**src/rtl/llsc_reservation_unit.sv**
```systemverilog
// LL/SC reservation tracker: one valid bit plus granule tag per hardware channel.
// Optional reservation expiry is enabled with the LLSC_TIMEOUT_EN macro.
module llsc_reservation_unit #(
   parameter int NUM_CH   = 2,
   parameter int CH_W     = 1,
   parameter int ADDR_W   = 32,
   parameter int GRAN_LSB = 2,
   parameter int TIMEOUT  = 255
) (
   input  logic              clk,
   input  logic              rst,
   input  logic [NUM_CH-1:0] flush,
   input  logic              ll_valid,
   input  logic [CH_W-1:0]   ll_ch,
   input  logic [ADDR_W-1:0] ll_addr,
   input  logic              sc_valid,
   input  logic [CH_W-1:0]   sc_ch,
   input  logic [ADDR_W-1:0] sc_addr,
   output logic              sc_success,
   input  logic              st_valid,
   input  logic [CH_W-1:0]   st_ch,
   input  logic [ADDR_W-1:0] st_addr,
   output logic [NUM_CH-1:0] llbit_o
);

   localparam int TAG_W = ADDR_W - GRAN_LSB;

   // Only the granule tag takes part in matching, so only the tag is stored.
   logic [TAG_W-1:0] ll_tag;
   logic [TAG_W-1:0] sc_tag;
   logic [TAG_W-1:0] st_tag;
   logic             unused_lsb;

   assign ll_tag     = ll_addr[ADDR_W-1:GRAN_LSB];
   assign sc_tag     = sc_addr[ADDR_W-1:GRAN_LSB];
   assign st_tag     = st_addr[ADDR_W-1:GRAN_LSB];
   assign unused_lsb = ^{ll_addr[GRAN_LSB-1:0], sc_addr[GRAN_LSB-1:0], st_addr[GRAN_LSB-1:0]};

   logic [NUM_CH-1:0] valid;
   logic [TAG_W-1:0]  resv_tag [NUM_CH];
   logic [NUM_CH-1:0] ll_hit;
   logic [NUM_CH-1:0] sc_own;
   logic [NUM_CH-1:0] inval;
   logic [NUM_CH-1:0] expire;
   logic              sc_ok;
   logic              st_in_range;

   // Out-of-range channel indices never match any c, so they are ignored.
   always_comb begin
      // NOTE: every output of a combinational block gets a default first, or a latch is inferred.
      sc_ok  = 1'b0;
      ll_hit = '0;
      sc_own = '0;
      for (int c = 0; c < NUM_CH; c++) begin
         ll_hit[c] = ll_valid && (int'(ll_ch) == c);
         sc_own[c] = sc_valid && (int'(sc_ch) == c);
         if (sc_own[c] && valid[c] && !flush[c] && (sc_tag == resv_tag[c])) begin
            sc_ok = 1'b1;
         end
      end
   end

   assign sc_success  = sc_ok & rst;
   assign st_in_range = int'(st_ch) < NUM_CH;

   // A store or successful SC from another channel to the reserved granule kills the reservation.
   always_comb begin
      inval = '0;
      for (int c = 0; c < NUM_CH; c++) begin
         inval[c] = (st_valid && st_in_range && (int'(st_ch) != c) && (st_tag == resv_tag[c])) ||
                    (sc_success && (int'(sc_ch) != c) && (sc_tag == resv_tag[c]));
      end
   end

   always_ff @(posedge clk or negedge rst) begin
      if (!rst) begin
         valid <= '0;
         // NOTE: the tag array is reset too, so no stale address survives a reset.
         for (int c = 0; c < NUM_CH; c++) begin
            resv_tag[c] <= '0;
         end
      end else begin
         // NOTE: state updates use non-blocking assignments so every channel sees pre-edge values.
         for (int c = 0; c < NUM_CH; c++) begin
            if (flush[c]) begin
               valid[c] <= 1'b0;
            end else if (ll_hit[c]) begin
               valid[c]    <= 1'b1;
               resv_tag[c] <= ll_tag;
            end else if (sc_own[c] || inval[c] || expire[c]) begin
               valid[c] <= 1'b0;
            end
         end
      end
   end

   assign llbit_o = valid;

`ifdef LLSC_TIMEOUT_EN
   localparam int CNT_W = (TIMEOUT < 1) ? 1 : $clog2(TIMEOUT + 1);

   logic [CNT_W-1:0] cnt [NUM_CH];

   always_comb begin
      expire = '0;
      for (int c = 0; c < NUM_CH; c++) begin
         expire[c] = valid[c] && (cnt[c] == CNT_W'(TIMEOUT));
      end
   end

   // Counter runs only while a reservation is live and restarts on every LL.
   always_ff @(posedge clk or negedge rst) begin
      if (!rst) begin
         for (int c = 0; c < NUM_CH; c++) begin
            cnt[c] <= '0;
         end
      end else begin
         for (int c = 0; c < NUM_CH; c++) begin
            if (flush[c] || ll_hit[c] || !valid[c] || sc_own[c] || inval[c] || expire[c]) begin
               cnt[c] <= '0;
            end else begin
               cnt[c] <= cnt[c] + 1'b1;
            end
         end
      end
   end
`else
   localparam int unused_timeout = TIMEOUT;

   assign expire = '0;
`endif

endmodule

```
**config.mk**
```make
export PLATFORM = sky130hd
export DESIGN_NAME = llsc_reservation_unit
export DESIGN_NICKNAME = d
export VERILOG_FILES = /design/src/rtl/llsc_reservation_unit.sv
export SDC_FILE = /design/constraint.sdc
export NUM_CORES = 1
export LEC_CHECK = 0
export BUFFER_PORTS_ARGS = -buffer_cell sky130_fd_sc_hd__buf_4
export CORE_MARGIN = 2
export CORE_UTILIZATION = 56
export CTS_BUF_LIST = sky130_fd_sc_hd__clkbuf_16
export DETAILED_ROUTE_END_ITERATION = 7
export PLACE_DENSITY = 0.88
export SYNTH_ARGS = -nofsm -noshare
export SYNTH_HDL_FRONTEND = slang
export SYNTH_SLANG_ARGS = --single-unit
export TNS_END_PERCENT = 10
```
**constraint.sdc**
```tcl
create_clock -name clk -period 2.5 [get_ports clk]
set_clock_uncertainty 0.05 [all_clocks]
set_input_delay 0.25 -clock clk [delete_from_list [all_inputs] [get_ports clk]]
set_output_delay 0.25 -clock clk [all_outputs]
set_load 0.01 [all_outputs]
```
==> impl_results.md, run 1 <==
- Net Sw Frac: 29.4%
- GRT Overall Usage: 28.9%
- Post-route ant nets: 0
- WHS: 0.0960 ns
- Post-synthesis mux area share: between 10% and 20%
- Vias in the first global route: 3143
- Seq pwr share: 39.6%
- Starting density of the core: 58.0%
- Die ar.: 0.00728 sq mm
- P_sw: between 1 and 1.5 mW
- RSZ-0062 raised after global routing: false
- CTS tree: done
- Count leader, synth: xor2_1
- Cell variety after synth: 26
- Synth Area in XOR/XNOR: 28.4%
- Non-Filler Instances: between 500 and 600
- Cells after synthesis: 311
- Io pins: 109
- Detailed-route via count: between 2000 and 3000
- Power Total: 3.56 mW
- Max stage delay on crit path: around 0.5 ns
- Internal: 2.51 mW
- FILL cells: just over 400
- Final GP Congestion: 0.944
- IR drop worst, VDD: 0.000455 V
- Post-synth EDFFs: 0
- Worst reg2reg setup slack: 0.54 ns
- Synth Area in Compound Gates: 1.01%
- Syn-to-layout area delta: 32.2%
- FFs w/ async S/R, synth: 100%
- Mapped cell area: 0.00370 sq mm
- Critical path class: register to output pin
- Final worst path period need: 2.36 ns
- # H-tree levels: 3
- Synth area leader: dfrtp_1
- Clock net sink count: 62
- Post-route cell area: 0.00489 sq mm
- Count of buffers from port buffering: 102
- Routed WL: 10200 microns
- Mapped Avg Cell Area: approximately 12 sq um
- Crit path launch type: register
- Final nets: 528
- Antenna cell count: 0
- Adder-cell share of the synthesized area: 0%
- Clock Latency Late Sink: 0.32 ns
- Worst hold path class: input port to register
- Dpl cell area: 0.00457 sq mm
- Least-Margin Pin Slew: 0.661 ns
- Sequential area share after synthesis: 41.9%
- CTS buffer count: 9
- Tcrit/Tclk final: between 90% and 100%
- First-pass GRT wire length: 15600 microns
- Worst-path clk slew: 0.05 ns
- Net Count, Synth: 417
- Area occupied by multi-input gates: approximately 0.0021 sq mm
- Top cells by area, synth: dfrtp_1 42%, xor2_1 22%, mux2_1 12%, xnor2_1 6.4%, mux2_2 6.1%
- Fin. Hold Viols: 0
- CP max-delay cell: nor4_1
- Synth Area in Simple Gates: about a tenth
- Commonest cells in the netlist: 93 x xor2_1, 62 x dfrtp_1, 40 x mux2_1, 27 x xnor2_1, 26 x nor4_1
- Share of layout cells above drive strength 1: 33.0%
- Largest family of logic cells by synthesized area: XOR/XNOR gates
- Pwr dens: 726 mW/mm^2
- Final setup viols: 0
- Data required, critical path: about 2.2 ns
- GRT Residual Overflow: 0
- Die span in y: 85.3 microns
- Core Area: 0.00639 sq mm
- Drt via density: 5.93
- CP max FO: 3
- DRC Markers: 0
- Post-Place Cells: between 400 and 500
- Top FF cell, synth: dfrtp_1
- Final Max Slew Viols: 0
- Clk pwr share: 35.9%
- Wirelength per Cell: 20.3 microns
- DRT iter0 DRCs: 230
- Top-area cell type share of the netlist area: 41.9%
- Initial antenna violation count: 0
- Register Area: 0.00155 sq mm
- Row count: 29
- Fmax: roughly 420 MHz
- Status: finished clean
- Seq cells post-synth: 62
- Crit end category: output pin
- Comb power frac: 24.5%
- Leak: approximately 2.2 nW
- Clock Path Buffers: 2
- Largest net degree at the start of global routing: 53
- Relative slew margins: 56.0%
- Die X: about 85 microns
- HPWL Detailed: between 7000 and 8000 microns
- Max-Cap Viols: 0
- Setup TNS: 0 ns
- Clock Tree Root: clkbuf_16
- Synth warn: 0
- Pre-antenna DRT Iters: 5
- Arrival @ worst endpoint: 2.06 ns
- Crit path cell chain: xor2_1 -> nor4_1 -> nand4_1 -> o22ai_1 -> and2_1 -> buf_4
-- power by group through the flow --
stage	Sequential, mW	Combinational (mW)	Clock, mW
after floorplan	1.37	0.504	0
after global placement	1.40	0.813	0
after detailed placement	1.42	0.838	0
after CTS	1.40	0.859	1.28
after global routing	1.43	0.938	1.34
final	1.41	0.869	1.28
-- critical path: cells and delay by family, from the launching register on --
family          cells  cell delay [ns]
flops               1             0.41
xor+xnor            1             0.18
buf+inv             1             0.13
simple gates        3             0.88
compound gates      1             0.15
-- final cells by class --
class                      count  share of cell area [%]
multi-input combinational    243                    43.8
sequential                    62                    31.7
timing repair buffer         106                    16.3
clock buffer                   9                    4.60
tap                           77                    1.97
clock inverter                 7                    1.66
-- cell usage in the layout (no fill, tap or decap), types with 2 or more instances in the layout --
cell and instances:
nand4_1 15, mux2_1 40, nor4b_1 2, xnor2_1 27
mux2_2 20, nor4_1 24, clkinv_2 2, bufinv_16 2
nand2b_1 3, inv_1 2, xor2_1 93, nor4_2 2
nor3_1 2, buf_4 105, nand2_1 3, clkbuf_16 9
dfrtp_1 62
-- timing repair --
action,4_1_cts,5_1_grt
endpoints found under the setup margin,0,1
hold buffers,1,0
endpoints found under the hold margin,10,0
setup buffers,0,0
resized for setup,0,2
-- path summary, 6_finish.rpt --
kind,startpoint,to,cells past startpoint
max,resv_tag[43],sc_success,6
min,ll_addr[6],resv_tag[4],2
max reg2reg,resv_tag[43],llbit_o[0],5
min reg2reg,resv_tag[31],resv_tag[31],1
max in group asynchronous,rst,resv_tag[39],3
min in group asynchronous,rst,resv_tag[59],2
-- through the flow --
step / worst slack, ns / utilization, %
after floorplan: 0.813 / -
after global placement: 0.544 / 71.5
after detailed placement: 0.489 / 71.5
after CTS: 0.135 / 76.4
after global routing: 0.0638 / 76.6
final: 0.142 / 76.6
-- state kept, by name, indices dropped and copies added (netlist names) --
name,flops
llbit_o,2
resv_tag,60
-- logic make-up (layout without fill, tap and decap cells) --
kind of cell,count (synthesis),after routing
xor gates and xnor gates,120,120
DFF,62,62
muxes,60,60
and+or+nand+nor,57,57
AOI/OAI and AO/OA,6,6
buffers and inverters,6,122
-- per-layer routing --
| layer | GRT usage [%] | wire (microns) |
|---|---|---|
| met5 | 0 | 0 |
| met4 | 15.0 | 428 |
| met1 | 35.1 | 3960 |
| met3 | 7.20 | 776 |
| met2 | 47.7 | 5040 |
Power figures use the tool's default switching activity.
==> inputs of run 2 (changes only) <==
PLACE_DENSITY = 0.91   (was 0.88)
REMOVE_ABC_BUFFERS = 1   (was unset)
==> run 2 against run 1 <==
Die area unchanged. Via count down 2.2%. Global-route usage decreased by 0.39 points. Count of clock-buffer cells in the layout unchanged. Routed wire length fell by 1.4%. Sequential share of layout area up 0.33 points. Core utilization shrank 0.78 points.
==> impl_results.md, run 2 (synthesized netlist as in run 1, its figures left out) <==
- CP max FO: 3 (unchanged)
- Worst-path clk slew: 0.05 ns (about the same)
- Io pins: 109 (unchanged)
- Clock Tree Root: clkbuf_16
- Arrival @ worst endpoint: 2.17 ns (+0.11 ns)
- Routed WL: 10100 microns (-1.4%)
- Clock Path Buffers: 2 (unchanged)
- Fmax: 406 MHz (-4.4%)
- CTS buffer count: 9 (unchanged)
- Post-route ant nets: 0 (unchanged)
- Least-Margin Pin Slew: 0.592 ns (-0.0691 ns)
- Initial antenna violation count: 0 (unchanged)
- Drt via density: 5.81 (-2.0%)
- Crit path cell chain: xor2_1 -> nor4_1 -> nand4_1 -> o22ai_1 -> and2_1 -> buf_4
- HPWL Detailed: 7580 microns (-2.2%)
- Leak: 2.15 nW (-1.3%)
- Clock Latency Late Sink: 0.33 ns (about the same)
- Setup TNS: 0 ns (unchanged)
- Most common cell after layout, fill and taps aside: buf_4
- Detailed-route via count: 2923 (-2.2%)
- Max reg flops: 60 (unchanged)
- WP buf/inv: 1 (unchanged)
- Critical path class: register to output pin
- Max-Cap Viols: 0 (unchanged)
- CP top delay family: simple AND/OR/NAND/NOR gates
- Vias in the first global route: 3121 (-0.70%)
- Die span in y: 85.3 microns (unchanged)
- Relative slew margins: 60.6% (+4.6 points)
- Wirelength per Cell: 20.0 microns (-1.2%)
- Die X: 85.3 microns (unchanged)
- Clock net sink count: 62 (unchanged)
- Row count: 29 (unchanged)
- Reg with most FFs: resv_tag
- Final nets: 528 (unchanged)
- DRC Markers: 0 (unchanged)
- Core Area: 0.00639 sq mm (unchanged)
- Final worst path period need: 2.47 ns (+0.108 ns)
- GRT Overall Usage: 28.6% (-0.39 points)
- Power Total: 3.35 mW (-5.8%)
- # H-tree levels: 3 (unchanged)
- Status: finished clean
- RSZ-0062 raised after global routing: false
- GRT Residual Overflow: 0 (unchanged)
- Share of layout cells above drive strength 1: 33.3% (+0.31 points)
- Area occupied by multi-input gates: 0.00214 sq mm (unchanged)
- Tcrit/Tclk final: 98.6% (+4.3 points)
- Pwr dens: 691 mW/mm^2 (-4.8%)
- CTS tree: done
- Register Area: 0.00155 sq mm (unchanged)
- DRT iter0 DRCs: 216 (-6.1%)
- Final setup viols: 0 (unchanged)
- Syn-to-layout area delta: 30.8%
- IR drop worst, VDD: 0.000508 V (+12%)
- CP max-delay cell: nor4_1
- Max stage delay on crit path: 0.50 ns (about the same)
- Data required, critical path: 2.20 ns (about the same)
- Crit path launch type: register
- Fin. Hold Viols: 0 (unchanged)
- Die ar.: 0.00728 sq mm (unchanged)
- Most frequent cells in the layout: 105 x buf_4, 93 x xor2_1, 62 x dfrtp_1, 40 x mux2_1, 27 x xnor2_1
- Count of buffers from port buffering: 102 (unchanged)
- Final Max Slew Viols: 0 (unchanged)
- Largest net degree at the start of global routing: 47 (-11%)
- First-pass GRT wire length: 15600 microns (-0.58%)
- Worst hold path class: input port to register
- Antenna cell count: 0 (unchanged)
- Pre-antenna DRT Iters: 4 (-1)
- Final GP Congestion: 0.918 (-2.8%)
- Crit end category: output pin
- Starting density of the core: 58.0% (unchanged)
- FILL cells: 415 (+2.0%)
==> run 2: cell count changes in the layout (fill, tap and decap cells not counted) <==
cell	before	now
bufinv_16	2	0
clkinv_1	1	0
clkinv_2	2	4
clkinvlp_4	0	1
inv_1	2	1
==> run 2: timing repair <==
item	CTS	global route
setup endpoints to repair	0	1
hold buffers	1	0
endpoints found under the hold margin	16	0
gates resized for setup	0	2
setup buffers	0	0
==> run 2: where the power goes <==
part,switching [mW],internal (mW),leakage [nW]
Clock,0.427,0.652,0.132
Sequential,0.214,1.19,0.736
Combinational,0.404,0.459,1.28
==> run 2: layout make-up <==
| type | instances | area share, % |
|---|---|---|
| Clock buffer | 9 | 4.65 |
| Timing Repair Buffer | 106 | 16.5 |
| Sequential cell | 62 | 32.0 |
| Tap cell | 77 | 1.99 |
| Clock inverter | 6 | 0.646 |
| Multi-Input combinational cell | 243 | 44.2 |
==> run 2: through the flow <==
| stage | worst slack (ns) | utilization (%) | hold slack, ns | std cells | cell area (sq um) |
|---|---|---|---|---|---|
| after floorplan | 0.369 | - | -0.0956 | 305 | 3670 |
| after global placement | 0.544 | 71.5 | 0.0790 | 487 | 4570 |
| after detailed placement | 0.469 | 71.5 | 0.0831 | 487 | 4570 |
| after CTS | 0.0513 | 75.7 | 0.0900 | 503 | 4830 |
| after global routing | 0.0110 | 75.9 | 0.0988 | 503 | 4840 |
| final | 0.0342 | 75.9 | 0.0940 | 503 | 4840 |
==> run 2: layer usage <==
layer	up-vias	track usage, %	wire [microns]
met5	-	0	0
met3	29	4.47	735
li1	1331	-	-
met1	1420	36.8	4060
met4	0	12.4	246
met2	143	47.8	5020
==> run 2: worst paths after layout <==
kind                              start            to  slack (ns)  cells after the start
min reg2reg                resv_tag[35]  resv_tag[35]        0.50                      1
max in group asynchronous           rst  resv_tag[28]        1.19                      3
min in group asynchronous           rst  resv_tag[33]        0.34                      2
min                         ll_addr[22]  resv_tag[50]        0.09                      2
max                        resv_tag[43]    sc_success        0.03                      6
max reg2reg                resv_tag[34]    llbit_o[0]        0.54                      5
